**src/rtl/pe_out_collect.sv**
```systemverilog
// pe_out_collect
//   Collects the LANES neuron outputs that the PE produces for each tile.
//   Tiles are assembled into a reservoir state frame of NUM_NEURONS values.
//   Storage is double-buffered: the write bank fills from the PE while the
//   read bank holds the last complete frame for the input loader.
//
// Ports
//   clk, rst        rising-edge clock, synchronous active-high reset
//   in_valid        a PE tile is present on in_data
//   in_ready        the block can accept a tile this cycle
//   in_data         LANES x DW; lane k is bits [k*DW +: DW] (PE Q<k>)
//   flush           discard the write bank's partial or full contents
//   frame_valid     the read bank holds a complete frame
//   frame_release   the consumer is finished with the read bank
//   rd_addr         neuron index to read from the read bank
//   rd_data         registered read data (1-cycle latency)
//   tile_idx        next tile slot to be written
//   frame_cnt       number of completed bank swaps (wraps)
module pe_out_collect #(
  parameter int NUM_NEURONS = 64,
  parameter int LANES       = 4,
  parameter int DW          = 16,
  parameter int AW          = 6,
  localparam int TILES      = NUM_NEURONS / LANES,
  localparam int TW         = (TILES > 1) ? $clog2(TILES) : 1
) (
  input  logic                clk,
  input  logic                rst,
  input  logic                in_valid,
  output logic                in_ready,
  input  logic [LANES*DW-1:0] in_data,
  input  logic                flush,
  output logic                frame_valid,
  input  logic                frame_release,
  input  logic [AW-1:0]       rd_addr,
  output logic [DW-1:0]       rd_data,
  output logic [TW-1:0]       tile_idx,
  output logic [15:0]         frame_cnt
);

  typedef enum logic {FILL, FULL} state_t;

  state_t        state, state_nx;
  logic          wr_bank, bank_nx;
  logic [TW-1:0] tile_nx;
  logic          fv_nx;
  logic [15:0]   cnt_nx;
  logic          accept, last, swap;

  // Each bank is sized to the full address space so that out-of-range
  // addresses never index past the array; such reads are forced to zero.
  logic [DW-1:0] bank0 [0:(1<<AW)-1];
  logic [DW-1:0] bank1 [0:(1<<AW)-1];

  assign in_ready = (state == FILL) && !rst;

  always_comb begin
    accept   = in_valid && in_ready && !flush;
    last     = accept && (tile_idx == TW'(TILES - 1));
    // A swap hands the freshly completed write bank to the reader. A flush
    // discards the write bank, so it can never be swapped in that cycle.
    swap     = !flush && ((last && (!frame_valid || frame_release)) ||
                          ((state == FULL) && frame_release));
    state_nx = state;
    tile_nx  = tile_idx;
    bank_nx  = wr_bank;
    fv_nx    = frame_valid;
    cnt_nx   = frame_cnt;

    if (flush) begin
      tile_nx  = '0;
      state_nx = FILL;
    end else if (accept) begin
      tile_nx = last ? '0 : tile_idx + 1'b1;
      if (last && !swap) state_nx = FULL;
    end else if ((state == FULL) && frame_release) begin
      state_nx = FILL;
    end

    if (swap) begin
      bank_nx = ~wr_bank;
      fv_nx   = 1'b1;
      cnt_nx  = frame_cnt + 16'd1;
    end else if (frame_release) begin
      fv_nx   = 1'b0;
    end
  end

  always_ff @(posedge clk) begin
    if (rst) begin
      state       <= FILL;
      tile_idx    <= '0;
      wr_bank     <= 1'b0;
      frame_valid <= 1'b0;
      frame_cnt   <= '0;
    end else begin
      state       <= state_nx;
      tile_idx    <= tile_nx;
      wr_bank     <= bank_nx;
      frame_valid <= fv_nx;
      frame_cnt   <= cnt_nx;
    end
  end

  // Write stage: all lanes of an accepted tile land in one cycle.
  always_ff @(posedge clk) begin
    if (accept) begin
      for (int k = 0; k < LANES; k++) begin
        if (wr_bank)
          bank1[AW'(int'(tile_idx) * LANES + k)] <= in_data[k*DW +: DW];
        else
          bank0[AW'(int'(tile_idx) * LANES + k)] <= in_data[k*DW +: DW];
      end
    end
  end

  // Read stage: registered, from the bank not being written.
  always_ff @(posedge clk) begin
    if (rst)
      rd_data <= '0;
    else if (int'(rd_addr) < NUM_NEURONS)
      rd_data <= wr_bank ? bank0[rd_addr] : bank1[rd_addr];
    else
      rd_data <= '0;
  end

endmodule

```
**config.mk**
```make
export PLATFORM = sky130hd
export DESIGN_NAME = pe_out_collect
export DESIGN_NICKNAME = d
export VERILOG_FILES = /design/src/rtl/pe_out_collect.sv
export SDC_FILE = /design/constraint.sdc
export NUM_CORES = 2
export LEC_CHECK = 0
export CORE_ASPECT_RATIO = 1.5
export CORE_UTILIZATION = 30
export CTS_CLUSTER_DIAMETER = 150
export DETAILED_ROUTE_END_ITERATION = 16
export GPL_ROUTABILITY_DRIVEN = 0
export SYNTH_ARGS = -nofsm -noshare
export SYNTH_HDL_FRONTEND = slang
export SYNTH_SLANG_ARGS = --single-unit
```
**constraint.sdc**
```tcl
create_clock -name clk -period 5.55 [get_ports clk]
set_clock_uncertainty 0.15 [all_clocks]
set_input_delay 0.8325 -clock clk [delete_from_list [all_inputs] [get_ports clk]]
set_output_delay 0.8325 -clock clk [all_outputs]
set_load 0.03 [all_outputs]
```
=== Word level (Yosys, flattened, before mapping) ===
Memories as Yosys holds them, arrays and structs flattened.
Cells that the tools add are included.

* Reduce and logical (&&, ||, !) cells: 18
* Bitwise logic cells: 2
* Equality and inequality tests: 2
* Add/sub/neg operators: 5
* Muxes and demuxes: 13

{| class="wikitable"
|+ Operators by type and width
! operator !! count
|-
| $add A16 B1 Y16 const B || 1
|-
| $mux W16 || 1
|-
| $add A6 B2 Y6 const B || 2
|-
| $mux W1 || 11
|-
| $logic_and A1 B1 Y1 || 8
|-
| $add A6 B1 Y6 const B || 1
|-
| $add A4 B1 Y4 const B || 1
|-
| $eq A4 B4 Y1 const B || 1
|-
| $logic_not A1 Y1 || 4
|-
| $mux W4 || 1
|-
| $reduce_bool A2 Y1 || 2
|-
| $logic_or A1 B1 Y1 || 2
|-
| $ne A2 B1 Y1 const B || 1
|-
| $not A1 Y1 || 2
|-
| $reduce_and A2 Y1 || 1
|-
| $reduce_or A2 Y1 || 1
|}

* Output and inout bits: 38
* Memory bits (writable): 2048
* Register bits after elaboration: 39
* Memories: 2
* Logic and storage cells: 48

{| class="wikitable"
|+ Memory list
! name !! depth !! width !! read ports !! clocked after memory_dff !! wr ports !! RTL line !! source
|-
| bank0 || 64 || 16 || 1 || 0 || 4 || 52 || <nowiki>logic [DW-1:0] bank0 [0:(1<<AW)-1];</nowiki>
|-
| bank1 || 64 || 16 || 1 || 0 || 4 || 53 || <nowiki>logic [DW-1:0] bank1 [0:(1<<AW)-1];</nowiki>
|}

=== Longest topological paths before layout ===
* Depth after elaboration: 12
* Depth in mapped cells: 11
* Depth with buffers taken out: 7

=== Worst setup path before layout ===
Ideal clock, no wire load.

* Path kind: input to register
* From: input port rst
* To: memory bank0[52][0] (enable)
* Data required time: 4.914 ns
* Setup time: 0.486 ns
* Path buffers: 1
* Arrival time: 4.462 ns
* Cell stages on the path: 5
* Slack: 0.452 ns
* Cells stage by stage: clkbuf_1 nor4b_4 nor2b_1 nand3_1 nor2_1

{| class="wikitable"
|+ RTL lines
! item !! RTL line !! source
|-
| start, declared || 28 || <nowiki>input logic rst,</nowiki>
|-
| end, declared || 52 ||
|}

==> results.cfg <==
[outcome]
status = finished, final reports clean

[critical_path]
critPathMaxFanout = 52
cp.required_ps = 5830
worst_setup_path_start_kind = primary input
worstPathArrival_ps = 4000
r2r_start = state
endpoint_kind = flip-flop
cpMaxStageDelayCell = nor4b_4
slowest_delay_ps = 730
rrSetupSlack_ps = 2170
rr_worst_depth = 5
crit_type = in -> reg
r2r-end = bank0[31][5]
path_cells = clkdlybuf4s50_1 -> nor4b_4 -> nor2b_1 -> nand2_1 -> nor2_4 -> buf_12

[pwr]
peakVddDrop_v = 0.000258
cellPowerDensity_nw_per_um2 = 345
finalPower_uw = 31700
power_leakage_uw = 0.0286

[timing]
setup_viol = 0
drv_slew = 0
period_share_pct = 67.0
fmax_ghz = 0.269
slew_headroom_pct = 18.0
period_needed_ps = 3720
worst_slew_pin_slew_ps = 1230
whs_ps = 359
finalSetupTns_ps = 0
rsz0062_at_grt = no
hold_violations = 0

[global_routing]
grt_pass1_wl_um = 311000
grt_usage_pct = 16.4
grt_pass1_vias = 40185
grt_max_degree = 90
antenna_found_initial = 33
overflow = 0

[logic_synthesis]
ys_ff_latch = 2087
synth_area_sq_um = 79200
syn_nets = 3745
async_flop_share_pct = 0
synth_ff_type = edfxtp_1
yosysUniqueCellTypes = 53
synthTopCellsByArea = edfxtp_1 (78%), mux4_2 (10%), mux2i_1 (3.7%), a22oi_1 (2.2%), dfxtp_1 (0.99%)
avgSynthCellArea_sq_um = 21.6
synthMostInstantiatedCell = edfxtp_1
synth_top_cells_by_count = edfxtp_1 (2048), mux4_2 (365), mux2i_1 (295)
synth.largest_area_cell = edfxtp_1
netlist_instances = 3668
synth_seq_area_share_pct = 78.6
synth_edf_count = 2048
synth_top_cell_area_share_pct = 77.7
yosysWarnings = 0

[clocking]
cts_resized = 0
cts_buffer_depth = 4
post_cts_buffers = 0
clkSlewWorstSetupHoldPaths_ps = 60
numCtsBuffers = 188
holdBufCountCts = 0
htree_levels = 4
cts_tree = done
clock-root-buffer = clkbuf_16
clock_sinks = 2087
clkLatencyLatePin_ps = 860

[routing]
wire_per_inst_um = 29.3
drc = 0
postRouteAntennaNets = 0
avgViaCountPerCell = 5.19
totalWireLength_um = 222000
vias = 39388
drt_iter0_markers = 4246
dr.pass1.iters = 5

[finish]
n_fill_cell = 23969
syn_to_final_growth_pct = 16.0
drive_above_1_share_pct = 22.4
num-nets-final = 4033
design_area_sq_um = 91900

[placement]
numPortBuffers = 112
dp_hpwl_um = 130000
dpl_cell_area_sq_um = 85900

[floorplan]
start_util_pct = 30.2
pin_count = 113
rows = 230
die_height_um = 631
coreArea_sq_um = 262000
die-area_sq_um = 266000
die_w_um = 422

[hold_path]
min_from = frame_valid
holdPathEnd = frame_valid
holdPathStages = 2
min_path_type = reg -> reg

[job]
maxCapViolations = 0
worst max-delay path, delay by kind of cell:
family,cells,cell delay (ps)
buf+inv,2,1040
simple gates,4,1980
cells in the final DEF, fill, tap and decap left out, types with 13 or more instances in the layout:
| cell | n |
|---|---|
| clkbuf_1 | 45 |
| edfxtp_1 | 2048 |
| o221ai_1 | 14 |
| buf_2 | 17 |
| and3_1 | 18 |
| buf_4 | 152 |
| o2111ai_1 | 14 |
| nor4_1 | 15 |
| nor2_1 | 39 |
| dfxtp_1 | 39 |
| clkdlybuf4s50_1 | 92 |
| clkinv_1 | 32 |
| a22oi_1 | 233 |
| mux4_2 | 365 |
| nor2_4 | 40 |
| bufinv_16 | 19 |
| a32oi_1 | 23 |
| xor2_1 | 13 |
| nand3_1 | 87 |
| clkinv_2 | 32 |
| a21oi_1 | 37 |
| buf_12 | 37 |
| a221oi_1 | 16 |
| mux2_2 | 15 |
| clkbuf_16 | 191 |
| nand4_1 | 36 |
| nand2_1 | 39 |
| mux2i_1 | 295 |
power breakdown:
group / switching, uW / internal (uW)
combinational: 933 / 487
clock: 5670 / 7250
sequential: 41.1 / 17300
total: 6640 / 25100
flip-flops by register name, summed over array words and instances, names as in the netlist:
name and flops:
wr_bank 1, bank0 1024, frame_valid 1, state 1, rd_data 16, frame_cnt 16
bank1 1024, tile_idx 4
worst max-delay path by stage:
stage,startpoint,endpoint
floorplan,rst,bank0[52][0]
global placement,rd_addr[4],rd_data[10]
detailed placement,flush,bank0[62][2]
CTS,rd_addr[4],rd_data[10]
global route,flush,bank0[31][5]
finish,flush,bank0[31][5]
area by class of cell:
type / instances / area, sq um / share of cell area, %
sequential: 2087 / 62300 / 67.8
timing repair buffer: 300 / 2920 / 3.18
tap: 3480 / 4350 / 4.74
antenna: 10 / 25.0 / 0.0272
clock buffer: 239 / 4990 / 5.43
multi-input combinational: 1376 / 16300 / 17.7
inverter: 3 / 11.3 / 0.0123
clock inverter: 96 / 983 / 1.07
cell families (layout without fill, tap and decap cells):
| kind of cell | count (synthesis) | in the layout | synth area share, % |
|---|---|---|---|
| AOI/OAI and AO/OA | 350 | 350 | 3.30 |
| xor gates and xnor gates | 17 | 17 | 0.188 |
| adders and majority gates | 2 | 2 | 0.0316 |
| buffers and inverters | 205 | 638 | 1.29 |
| DFF | 2087 | 2087 | 78.6 |
| muxes | 675 | 675 | 14.3 |
| other | 0 | 10 | 0 |
| and+or+nand+nor | 332 | 332 | 2.22 |
metrics by stage:
| step | setup slack [ps] | utilization [%] | std cells |
|---|---|---|---|
| floorplan | 452 | - | 3668 |
| global placement | 1100 | 32.8 | 7246 |
| detailed placement | 1050 | 32.8 | 7246 |
| CTS | 1950 | 35.0 | 7581 |
| global route | 1750 | 35.0 | 7583 |
| finish | 1830 | 35.0 | 7591 |
per-layer routing:
metal  global-route usage [%]  vias to the layer above  part of all wire (%)
met3                     2.77                      432                   7.1
met2                     29.1                     1599                    51
met4                     6.15                       30                   4.2
met1                     19.8                    21238                    37
li1                         -                    16089                     -
met5                        0                        -                 0.079
Note: power is estimated with default switching activity, not from simulation.
